<file path="config.mk">
export PLATFORM = sky130hd
export DESIGN_NAME = data_mem_arbiter
export DESIGN_NICKNAME = d
export VERILOG_FILES = /design/src/rtl/data_mem_arbiter.sv
export SDC_FILE = /design/constraint.sdc
export NUM_CORES = 1
export LEC_CHECK = 0
export ABC_AREA = 1
export CELL_PAD_IN_SITES_DETAIL_PLACEMENT = 0
export CELL_PAD_IN_SITES_GLOBAL_PLACEMENT = 1
export CORE_AREA = 2 2 159 161
export CTS_CLUSTER_SIZE = 16
export DETAILED_ROUTE_END_ITERATION = 10
export DIE_AREA = 0 0 161 163
export GPL_TIMING_DRIVEN = 0
export HOLD_SLACK_MARGIN = 0.02
export PLACE_DENSITY = 0.86
export SETUP_SLACK_MARGIN = 0.05
export SYNTH_ARGS = -nofsm -noshare
export SYNTH_HDL_FRONTEND = slang
export SYNTH_SLANG_ARGS = --single-unit
</file>
<file path="constraint.sdc">
create_clock -name clk -period 8.5 [get_ports clk]
set_input_delay 2.55 -clock clk [delete_from_list [all_inputs] [get_ports clk]]
set_output_delay 2.55 -clock clk [all_outputs]
set_load 0.1 [all_outputs]
</file>
<file path="src/rtl/data_mem_arbiter.sv">
// data_mem_arbiter: shares a single-port word memory between two requesters
// and sequences byte/halfword stores as read-modify-write.
// Optional macro DMEM_ARB_RR_EN: round-robin arbitration on simultaneous
// requests. When undefined, port 0 always wins a tie.
//
// state | meaning
// IDLE  | waiting for a request; arbitrate and latch the winner
// RD    | memory read: load capture or sub-word merge
// WR    | memory write of the final word
// RESP  | done pulse to the owning port
module data_mem_arbiter #(
  parameter int ADDRESS_WIDTH = 32,
  parameter int DATA_WIDTH    = 32
) (
  input  logic                     clk,
  input  logic                     rst,
  input  logic                     req0,
  input  logic                     req1,
  input  logic                     we0,
  input  logic                     we1,
  input  logic [1:0]               size0,
  input  logic [1:0]               size1,
  input  logic [ADDRESS_WIDTH-1:0] addr0,
  input  logic [ADDRESS_WIDTH-1:0] addr1,
  input  logic [DATA_WIDTH-1:0]    wdata0,
  input  logic [DATA_WIDTH-1:0]    wdata1,
  output logic                     gnt0,
  output logic                     gnt1,
  output logic                     done0,
  output logic                     done1,
  output logic [DATA_WIDTH-1:0]    rdata0,
  output logic [DATA_WIDTH-1:0]    rdata1,
  output logic                     mem_we,
  output logic [ADDRESS_WIDTH-1:0] mem_a,
  output logic [DATA_WIDTH-1:0]    mem_wd,
  input  logic [DATA_WIDTH-1:0]    mem_rd
);

  typedef enum logic [1:0] {IDLE, RD, WR, RESP} state_t;

  state_t                  state;
  state_t                  state_nxt;
  logic                    any_req;
  logic                    win;
  logic                    id_q;
  logic                    we_q;
  logic [1:0]              size_q;
  logic [DATA_WIDTH-1:0]   wdata_q;
  logic                    sel_we;
  logic [1:0]              sel_size;
  logic [ADDRESS_WIDTH-1:0] sel_addr;
  logic [DATA_WIDTH-1:0]   sel_wdata;
  logic [DATA_WIDTH-1:0]   merged;

  assign any_req = req0 | req1;

`ifdef DMEM_ARB_RR_EN
  logic last_q;

  // Winner select: a lone request always wins, a tie goes to the port not granted last.
  always_comb begin
    win = 1'b0;
    if (req0 && req1) win = ~last_q;
    else              win = ~req0;
  end

  // Last-granted pointer; reset to 1 so port 0 wins the first tie.
  always_ff @(posedge clk or posedge rst) begin
    if (rst)                        last_q <= 1'b1;
    else if (state == IDLE && any_req) last_q <= win;
  end
`else
  // Fixed priority: port 1 wins only when port 0 is not requesting.
  always_comb begin
    win = ~req0;
  end
`endif

  assign sel_we    = win ? we1    : we0;
  assign sel_size  = win ? size1  : size0;
  assign sel_addr  = win ? addr1  : addr0;
  assign sel_wdata = win ? wdata1 : wdata0;

  // Store data merged into the word read back in RD.
  always_comb begin
    case (size_q)
      2'b00:   merged = {mem_rd[DATA_WIDTH-1:8],  wdata_q[7:0]};
      2'b01:   merged = {mem_rd[DATA_WIDTH-1:16], wdata_q[15:0]};
      default: merged = wdata_q;
    endcase
  end

  // State register.
  always_ff @(posedge clk or posedge rst) begin
    if (rst) state <= IDLE;
    else     state <= state_nxt;
  end

  // Next-state logic: word stores skip the read phase.
  always_comb begin
    state_nxt = state;
    case (state)
      IDLE: if (any_req) state_nxt = (sel_we && sel_size[1]) ? WR : RD;
      RD:   state_nxt = we_q ? WR : RESP;
      WR:   state_nxt = RESP;
      RESP: state_nxt = IDLE;
      default: state_nxt = IDLE;
    endcase
  end

  // Request capture, grant pulse, memory address/data and load return registers.
  always_ff @(posedge clk or posedge rst) begin
    if (rst) begin
      id_q    <= 1'b0;
      we_q    <= 1'b0;
      size_q  <= 2'b00;
      wdata_q <= '0;
      gnt0    <= 1'b0;
      gnt1    <= 1'b0;
      mem_a   <= '0;
      mem_wd  <= '0;
      rdata0  <= '0;
      rdata1  <= '0;
    end else begin
      gnt0 <= 1'b0;
      gnt1 <= 1'b0;
      if (state == IDLE && any_req) begin
        id_q    <= win;
        we_q    <= sel_we;
        size_q  <= sel_size;
        wdata_q <= sel_wdata;
        mem_a   <= sel_addr;
        mem_wd  <= sel_wdata;
        gnt0    <= ~win;
        gnt1    <= win;
      end else if (state == RD) begin
        if (we_q)      mem_wd <= merged;
        else if (id_q) rdata1 <= mem_rd;
        else           rdata0 <= mem_rd;
      end
    end
  end

  assign mem_we = (state == WR);
  assign done0  = (state == RESP) && !id_q;
  assign done1  = (state == RESP) &&  id_q;

endmodule

</file>
==> key figures <==
Outcome
  • Outcome: finished clean

STA
  • RSZ-0062 raised after global routing: false
  • Worst Tran Pin Value: 1060 ps
  • Fmax: 0.206 GHz
  • Slew Limit Fails: 0
  • Worst Clk Skew: 12.2 ps
  • Slew headroom: 29.2%
  • Hold Vio Cnt, Final: 0
  • Final setup fails: 0
  • Final worst path period share: 57.2%
  • Fin crit period: 4860 ps

Floorplanning
  • Die H: 163 um
  • Count of standard-cell rows: 58
  • Die width: 161 um
  • Initial Utilization: 30.2%
  • I/O pin count: 303
  • Core Footprint: 24700 um2
  • Die area: 26200 um2

Hold path
  • Min-Delay Path Class: reg -> reg

Synth
  • Top-count cell post-synth: nand2_1
  • Post-Syn Area: 7460 um2
  • Number of distinct library cells after synthesis: 22
  • Synth top cells by count: 522 x nand2_1, 168 x dfrtp_1, 77 x o21ai_0
  • Yosys top cell area share: 56.3%
  • Gate Count Post-Synth: 946
  • Largest area contributor in the netlist: dfrtp_1
  • Yosys warning count: 0
  • Syn avg cell area: 7.89 um2
  • Yosys reg bits: 168
  • EDFF count, synth: 0
  • Sequential area share after synthesis: 56.3%
  • Ys async rst share: 100%
  • Syn nets: 1121
  • Synth Flop Type: dfrtp_1
  • Synth area leaders: dfrtp_1 56%, nand2_1 26%, o21ai_0 5.2%

Clocking
  • Resized cells post-CTS: 0
  • CTS tree: done
  • Post-CTS Setup Bufs: 0
  • Hold-fix buffers, CTS: 0
  • Clock root buffer: clkbuf_16
  • Num CTS Buffers: 17
  • Max Root-Sink Buffers: 2
  • Clk_lat worst skew: 430 ps
  • CTS H-tree depth: 4
  • Reg clk slew, reported paths: 60 ps
  • Clock tree sinks: 168

Worst setup path
  • Critical path required time: 5950 ps
  • Worst path slowest cell: clkdlybuf4s50_1
  • Worst setup SP type: register
  • Max incr delay on CP: 1180 ps
  • CP top delay family: buffers and inverters
  • Worst path buffer plus inverter count: 2
  • Arr. time, crit path: 2310 ps
  • Crit path cell chain: ha_1 > inv_1 > nor2_1 > clkdlybuf4s50_1
  • CP Class: reg -> out
  • Crit Path Max Fanout: 4
  • Critical Path End Type: primary output

Cells and area
  • P&R area growth vs syn: 54.6%
  • Inserted Diodes: 0
  • Final nets: 1443
  • # fillers: 2490
  • Final instance area: 11500 um2
  • Share of cells above drive strength 1: 5.54%
  • Final core area utilization: 46.8%

Place
  • GP Congestion: 0.805
  • Placed Area: 10900 um2
  • Post-detail-place hpwl: 18.8 mm
  • I/O Buffers: 302

Route
  • Routed WL per cell: 15.6 um
  • WL final: 25.1 mm
  • Number of routed nets with antenna violations: 0
  • Vias: 7126
  • Starting DRT DRC Count: 469
  • Vias per cell: 4.42
  • DRC violations left: 0
  • Number of iterations in the first detailed-routing pass: 5

Global routing
  • First-pass GRT wire length: 39.3 mm
  • Initial antenna violation count: 0
  • Largest net degree at the start of global routing: 126
  • Global route total overflow: 0
  • GRT Total Usage: 19.3%
  • Number of global-route vias before repair: 7332

Job
  • Maxcap violations: 0
## routing by layer
metal	up-vias	GRT usage [%]	part of all wire [%]
met4	0	5.68	1.8
met5	-	0	0
met1	3286	23.4	44
li1	3556	-	-
met3	25	5.76	7.5
met2	259	33.4	47
## final timing paths
path | slack [ps] | startpoint | to | cells after the start
min | 480 | wdata_q[3]$_DFFE_PP0P_ | wdata_q[3]$_DFFE_PP0P_ | 2
min reg2reg | 480 | wdata_q[3]$_DFFE_PP0P_ | wdata_q[3]$_DFFE_PP0P_ | 2
max reg2reg | 6550 | state[1]$_DFFE_PP0P_ | mem_wd[0]$_DFFE_PP0P_ | 7
min in group asynchronous | 2500 | rst | mem_wd[4]$_DFFE_PP0P_ | 2
max | 3640 | state[0]$_DFFE_PP0P_ | done0 | 4
max in group asynchronous | 5010 | rst | mem_wd[30]$_DFFE_PP0P_ | 3
## stage by stage
stage	hold slack [ps]	TNS (ps)	instances	setup slack (ps)
3_5_place_dp	461	0	1579	4080
3_3_place_gp	461	-206630	1578	-1250
5_1_grt	491	0	1611	3470
6_report	476	0	1611	3640
4_1_cts	479	0	1611	3600
2_1_floorplan	445	0	946	1400
## kinds of logic (layout without fill, tap and decap cells)
family / Yosys count / after routing / share of synthesized area (%)
AO/OA/AOI/OAI: 95 / 95 / 6.57
AND/OR/NAND/NOR: 575 / 575 / 30.1
buffers and inverters: 103 / 438 / 6.14
adder cells (fa/ha/maj): 5 / 5 / 0.838
flip-flops: 168 / 168 / 56.3
## registers in the layout, summed over array words and instances (netlist names), 2 cells and up
signal / cells
wdata_q: 32
size_q: 2
mem_a: 32
state: 2
rdata0: 32
rdata1: 32
mem_wd: 32
## cells in the final DEF (no fill, tap or decap), drive strengths merged
cell type | Yosys | final
bufinv | 0 | 2
a21oi | 2 | 2
nand2 | 523 | 523
clkbuf | 19 | 38
dfrtp | 168 | 168
nor2 | 9 | 9
clkinvlp | 0 | 1
clkinv | 1 | 6
o21ai | 91 | 91
buf | 28 | 29
inv | 55 | 60
a31oi | 1 | 1
ha | 5 | 5
nand3 | 43 | 43
o211ai | 1 | 1
clkdlybuf4s50 | 0 | 302
## worst register-to-register path, cell delays in order (launching register included)
cell and delay, ps:
dfrtp_1 420, inv_1 130, ha_1 280, o21ai_4 140, nand2_2 170, clkbuf_1 470
nand2_1 190, nand2_1 90
## final cells by class
| class | count | area [um2] | area share (%) |
|---|---|---|---|
| Clock buffer | 19 | 443 | 3.84 |
| Inverter | 56 | 218 | 1.89 |
| Tap cell | 330 | 413 | 3.58 |
| Timing Repair Buffer | 303 | 3050 | 26.4 |
| Sequential cell | 168 | 4200 | 36.4 |
| Clock inverter | 13 | 161 | 1.40 |
| Buffer | 47 | 248 | 2.15 |
| Multi-Input combinational cell | 675 | 2800 | 24.3 |
Power is not shown: default switching activity piles up to over one toggle a cycle in this logic, so the estimate is an artifact.
